[src/rtl/axis_rr_arb.sv]
// Packet-atomic round-robin merge of two 64-bit AXIS sources onto one master.
// One IDLE arbitration cycle per packet, then a combinational pass-through until the tlast handshake.
module axis_rr_arb #(
  parameter int CNT_WIDTH = 16,
  parameter bit INIT_PRIO = 1'b0
) (
  input  logic                 clk,
  input  logic                 rst,
  input  logic                 s0_axis_rx_tvalid,
  output logic                 s0_axis_rx_tready,
  input  logic [63:0]          s0_axis_rx_tdata,
  input  logic [7:0]           s0_axis_rx_tkeep,
  input  logic                 s0_axis_rx_tlast,
  input  logic                 s0_axis_rx_tuser,
  input  logic                 s1_axis_rx_tvalid,
  output logic                 s1_axis_rx_tready,
  input  logic [63:0]          s1_axis_rx_tdata,
  input  logic [7:0]           s1_axis_rx_tkeep,
  input  logic                 s1_axis_rx_tlast,
  input  logic                 s1_axis_rx_tuser,
  input  logic                 m_axis_tx_tready,
  output logic                 m_axis_tx_tvalid,
  output logic [63:0]          m_axis_tx_tdata,
  output logic [7:0]           m_axis_tx_tkeep,
  output logic                 m_axis_tx_tlast,
  output logic                 m_axis_tx_tuser,
  output logic                 grant,
  output logic                 busy,
  output logic [CNT_WIDTH-1:0] pkt_cnt0,
  output logic [CNT_WIDTH-1:0] pkt_cnt1
);

  typedef enum logic {IDLE = 1'b0, BUSY = 1'b1} state_t;

  localparam logic [CNT_WIDTH-1:0] CNT_ONE = {{(CNT_WIDTH-1){1'b0}}, 1'b1};

  state_t               r_state;
  logic                 r_grant;
  logic                 r_prio;
  logic [CNT_WIDTH-1:0] r_cnt0;
  logic [CNT_WIDTH-1:0] r_cnt1;

  logic w_busy;
  logic w_eop;

  assign w_busy = (r_state == BUSY);

  // The mux follows r_grant in every state; only valid/ready are gated by BUSY.
  assign m_axis_tx_tvalid = w_busy & (r_grant ? s1_axis_rx_tvalid : s0_axis_rx_tvalid);
  assign m_axis_tx_tdata  = r_grant ? s1_axis_rx_tdata : s0_axis_rx_tdata;
  assign m_axis_tx_tkeep  = r_grant ? s1_axis_rx_tkeep : s0_axis_rx_tkeep;
  assign m_axis_tx_tlast  = r_grant ? s1_axis_rx_tlast : s0_axis_rx_tlast;
  assign m_axis_tx_tuser  = r_grant ? s1_axis_rx_tuser : s0_axis_rx_tuser;

  assign s0_axis_rx_tready = w_busy & ~r_grant & m_axis_tx_tready;
  assign s1_axis_rx_tready = w_busy &  r_grant & m_axis_tx_tready;

  assign w_eop = m_axis_tx_tvalid & m_axis_tx_tready & m_axis_tx_tlast;

  assign grant    = r_grant;
  assign busy     = w_busy;
  assign pkt_cnt0 = r_cnt0;
  assign pkt_cnt1 = r_cnt1;

  always_ff @(posedge clk or posedge rst) begin
    if (rst) begin
      r_state <= IDLE;
      r_grant <= INIT_PRIO;
      r_prio  <= INIT_PRIO;
      r_cnt0  <= '0;
      r_cnt1  <= '0;
    end else begin
      case (r_state)
        IDLE: begin
          if (s0_axis_rx_tvalid | s1_axis_rx_tvalid) begin
            r_grant <= (s0_axis_rx_tvalid & s1_axis_rx_tvalid) ? r_prio : s1_axis_rx_tvalid;
            r_state <= BUSY;
          end
        end
        BUSY: begin
          if (w_eop) begin
            r_state <= IDLE;
            r_prio  <= ~r_grant;
            if (r_grant) r_cnt1 <= r_cnt1 + CNT_ONE;
            else         r_cnt0 <= r_cnt0 + CNT_ONE;
          end
        end
        default: r_state <= IDLE;
      endcase
    end
  end

endmodule
[config.mk]
export PLATFORM = sky130hd
export DESIGN_NAME = axis_rr_arb
export DESIGN_NICKNAME = d
export VERILOG_FILES = /design/src/rtl/axis_rr_arb.sv
export SDC_FILE = /design/constraint.sdc
export NUM_CORES = 1
export LEC_CHECK = 0
export ABC_CLOCK_PERIOD_IN_PS = 4300
export BUFFER_PORTS_ARGS = -buffer_cell sky130_fd_sc_hd__buf_2
export CAP_MARGIN = 20
export CORE_AREA = 2 2 102 104
export CTS_BUF_LIST = sky130_fd_sc_hd__clkbuf_16
export DETAILED_ROUTE_END_ITERATION = 16
export DIE_AREA = 0 0 104 106
export PLACE_DENSITY_LB_ADDON = 0.05
export SETUP_SLACK_MARGIN = 0.2
export SLEW_MARGIN = 10
export SYNTH_ARGS = -nofsm -noshare
export SYNTH_HDL_FRONTEND = slang
export SYNTH_SLANG_ARGS = --single-unit
[constraint.sdc]
create_clock -name clk -period 4.3 [get_ports clk]
set_input_delay 0.215 -clock clk [delete_from_list [all_inputs] [get_ports clk]]
set_output_delay 0.215 -clock clk [all_outputs]
set_load 0.01 [all_outputs]
Yosys cells after proc, flatten, opt, wreduce, memory -nomap -nowiden. Index checks and enable logic that the tools add are counted.

Register bits after elaboration: 35. Logic and storage cells: 31. Input bits: 153. Output and inout bits: 111.

Reductions and logical operators: 4. $add $sub $neg: 2. Multiplexer cells: 9. Bitwise gates (word level): 11.

Operator list (count): $mux W64 (1); $add A16 B1 Y16 const B (2); $and A1 B1 Y1 (8); $mux W8 (1); $mux W1 (6); $reduce_and A3 Y1 (2); $reduce_and A2 Y1 (2); $not A1 Y1 (2); $pmux W1 S2 (1); $or A1 B1 Y1 (1).

Logic depth before layout (Yosys ltp).
Word-level depth: 6. Gate-level depth with buffers: 6. Mapped depth without buffers: 5.

Worst setup path after synthesis. No wires, ideal clock.

Path kind: register to register. Start point: register r_grant (netlist: grant). End point: register r_cnt0[1] (netlist: pkt_cnt0[1]). Data arrival time: 1.595 ns. Required time: 4.175 ns. Cell stages (with the launch flop): 5. Path buffers: 1. Library setup time: 0.125 ns. Clock period less this slack: 1.720 ns. Slack: 2.580 ns. Cell sequence: dfrtp_1 buf_4 mux2i_2 or4b_4 mux2_4.

Word-level cells in the longest chain between the ends: 5. Elaborated cells between the ends (all ways): 7. Classes of those cells: 2 x mux; 4 x bitwise; 1 x reduce/logical.

RTL lines: start: declaration (RTL line 38) `logic r_grant;`; start signal: assignment (RTL line 76) `r_grant <= (s0_axis_rx_tvalid & s1_axis_rx_tvalid) ? r_prio : s1_axis_rx_tvalid;`; $mux W1 (RTL line 49) `assign m_axis_tx_tvalid = w_busy & (r_grant ? s1_axis_rx_tvalid : s0_axis_rx_tvalid);`; $and A1 B1 Y1 (RTL line 49); $and A1 B1 Y1 (2 in a row) (RTL line 58) `assign w_eop = m_axis_tx_tvalid & m_axis_tx_tready & m_axis_tx_tlast;`; $reduce_and A3 Y1 (no line) (*); end signal: assignment (RTL line 85) `else r_cnt0 <= r_cnt0 + CNT_ONE;`; end: declaration (RTL line 40) `logic [CNT_WIDTH-1:0] r_cnt0;`.

Every way passes the cells marked *; elsewhere a longest branch is shown, timed or not. A chain may end at the register's enable or synchronous reset.

Worst setup path in the final report.
Start point: register r_grant (netlist: grant). End point: register r_cnt1[12] (netlist: pkt_cnt1[12]).

Word-level cells in the longest chain between the ends: 5. Elaborated cells between the ends (all ways): 6. Classes of those cells: 2 x mux; 3 x bitwise; 1 x reduce/logical.

RTL lines: $mux W1 (RTL line 49); $and A1 B1 Y1 (RTL line 49); $and A1 B1 Y1 (2 in a row) (RTL line 58); $reduce_and A3 Y1 (no line) (*); end signal: assignment (RTL line 84) `if (r_grant) r_cnt1 <= r_cnt1 + CNT_ONE;`; end: declaration (RTL line 41) `logic [CNT_WIDTH-1:0] r_cnt1;`.

Marked as above.

==> key figures <==
Timing
  – Worst slew pin tran: ~1.0 ns
  – Clk_skew: 0.00764 ns
  – Min cycle time layout: between 2 and 3 ns
  – Pins Over Slew Limit: 0
  – Fin. Hold Viols: 0
  – Fin crit share: 59.5%
  – Setup violators final: 0
  – Unrepaired setup endpoints after global routing: no
  – Setup TNS: 0 ns
  – Setup ws final: about 1.7 ns
  – Max frequency: 391 MHz
  – Relative slew slack: about a third

Yosys
  – EDFF count, synth: 0
  – Synthesized instance count: 216
  – Synth warn: 0
  – Syn nets: approximately 370
  – Asr flop ratio synth: 100%
  – Synthesized cell area: between 2000 and 2500 um^2
  – Distinct cells, synth: 28
  – Syn avg cell area: 11.3 um^2
  – Ys flop type: dfrtp_1
  – Synthesis-stage register bit count: 35
  – Sequential fraction of the synthesis area: 35.9%

Place
  – Worst slack at placement: roughly 1.7 ns
  – Placer Congestion: 0.741
  – Port bufs: 263
  – Detail Placement HPWL: a little over 9 mm

Floorplan
  – # IOs: 264
  – Chip Height: around 110 um
  – Row count: 37
  – Initial Util: about a quarter
  – Core ar.: 10000 um^2
  – Die width: 104 um
  – Total Die Area: approximately 11000 um^2

Run status
  – Outcome: completed

Route
  – Via count: ~2700
  – ANT nets after route: 0
  – Drt total wl: 10.7 mm
  – Initial DRC Count: 80
  – Average routed wire per standard cell: 17.4 um
  – Pre-antenna DRT Iters: 4
  – Drt drc: 0
  – Vias/cell: approximately 4.4

Finish
  – Multi-input logic area: approximately 1500 um^2
  – Fraction of layout instances using a drive strength above 1: between 70% and 80%
  – Seq. cell area: 880 um^2
  – Most frequent cells in the layout: buf_2 (263), mux2_2 (74), dfrtp_1 (34)
  – Layout area overhead: 66.2%
  – Commonest non-fill, non-tap cell in the layout: buf_2
  – Filler cell count: around 1100
  – NumNets Final: around 630

Clock tree
  – Clock transition at the registers of the reported paths: approximately 0.06 ns
  – Worst-Skew Late Latency: 0.28 ns
  – CTS sink count: 35
  – # Post-CTS Setup Buffers: 0
  – Max clock buf depth: 2
  – CTS Hold Bufs: 0
  – CTS tree: done
  – Clk root buf: clkbuf_16
  – # resized after CTS: 0
  – H-tree depth: 2
  – CTS Buf Count: 5

Worst setup path
  – WS Path Type: flip-flop to flip-flop
  – CP arrival: ~2.7 ns
  – CP endpoint kind: flip-flop
  – Crit-path max FO: a little over 80
  – Required @ worst endpoint: between 4 and 5 ns
  – Crit path launch type: flip-flop

Worst hold path
  – Worst hold-check path type: input pin to async pin

GRT
  – First-pass GRT wire length: around 16 mm
  – GRT Util Overall: 18.7%
  – GRT Residual Overflow: 0
  – Vias in the first global route: around 2700
  – Initial antenna violation count: 1
  – Largest net degree at the start of global routing: 84

Power and ir drop
  – Maximum vdd drop: 0.000266 V
  – Static leakage: 2.17 nW
  – PwrDens: roughly 470 nW/um^2

Job
  – # Max-Cap Violations: 0
## synthesized netlist by cell type (3+ instances only)
cell type	count	area (um^2)
nand3_1	11	55.1
inv_1	5	18.8
nand2_1	9	33.8
nand4_1	10	62.6
and3_1	5	31.3
buf_2	4	20.0
xor2_1	4	35.0
mux2_2	74	833
dfrtp_1	35	876
xnor2_1	26	228
and4_1	3	26.3
nor3_1	4	20.0
clkbuf_1	3	11.3
nor2_1	6	22.5
## logic make-up after synthesis
logic type                 after synthesis  synth area share (%)
AOI/OAI and AO/OA                        2                 0.461
xor gates and xnor gates                30                  10.8
adders and majority gates                2                  1.02
buffers and inverters                   15                  2.66
DFF                                     35                  35.9
muxes                                   77                  35.7
and+or+nand+nor                         55                  13.5
## per-stage QoR
step,hold WS [ns],utilization (%),total power (W),cell area (um^2),cells
after floorplan,0.312,-,0.00111,2440,216
after global placement,0.344,38.9,0.00152,3890,606
after detailed placement,0.347,38.9,0.00152,3890,606
after CTS,0.0547,40.6,0.00192,4060,614
after global routing,0.0807,40.6,0.00202,4060,615
final,0.0367,40.6,0.00190,4060,615
## layout make-up
class                      count  area share (%)
tap                          136            4.19
inverter                       5           0.462
timing repair buffer         264            32.6
multi-input combinational    166            37.0
clock buffer                   5            3.08
sequential                    35            21.7
antenna                        1          0.0617
clock inverter                 3           0.925
## worst paths after layout
check	start	slack, ns	depth (start not counted)	end
worst max register to register	grant	1.74	4	pkt_cnt1[12]
max in group asynchronous	rst	3.91	3	grant
worst max-delay path	grant	1.74	4	pkt_cnt1[12]
min in group clk	s0_axis_rx_tvalid	0.18	2	grant
worst min-delay path	rst	0.04	3	pkt_cnt1[5]
worst min register to register	pkt_cnt1[15]	0.46	1	pkt_cnt1[15]
## critical path: stages, from the launching register on
cell and delay (ns):
dfrtp_4 1.10, nand3_1 0.32, nor4_1 0.65, nand4_1 0.19, xnor2_1 0.16
## where the power goes
part / total [W] / switching, W / internal (W)
Clock: 0.000398 / 0.000129 / 0.000269
Combinational: 0.000937 / 0.000396 / 0.000542
Sequential: 0.000562 / 0.000189 / 0.000373
## per-layer routing
layer | routed length, um | GRT usage [%]
met5 | 0 | 0
met3 | 844 | 5.64
met2 | 5470 | 33.4
met1 | 4280 | 22.2
met4 | 102 | 4.25
## flip-flops by register name, indices dropped and copies added, names as in the netlist
signal,count
pkt_cnt0,16
pkt_cnt1,16
busy,1
grant,1
r_prio,1
(Power assumes the default switching activity.)
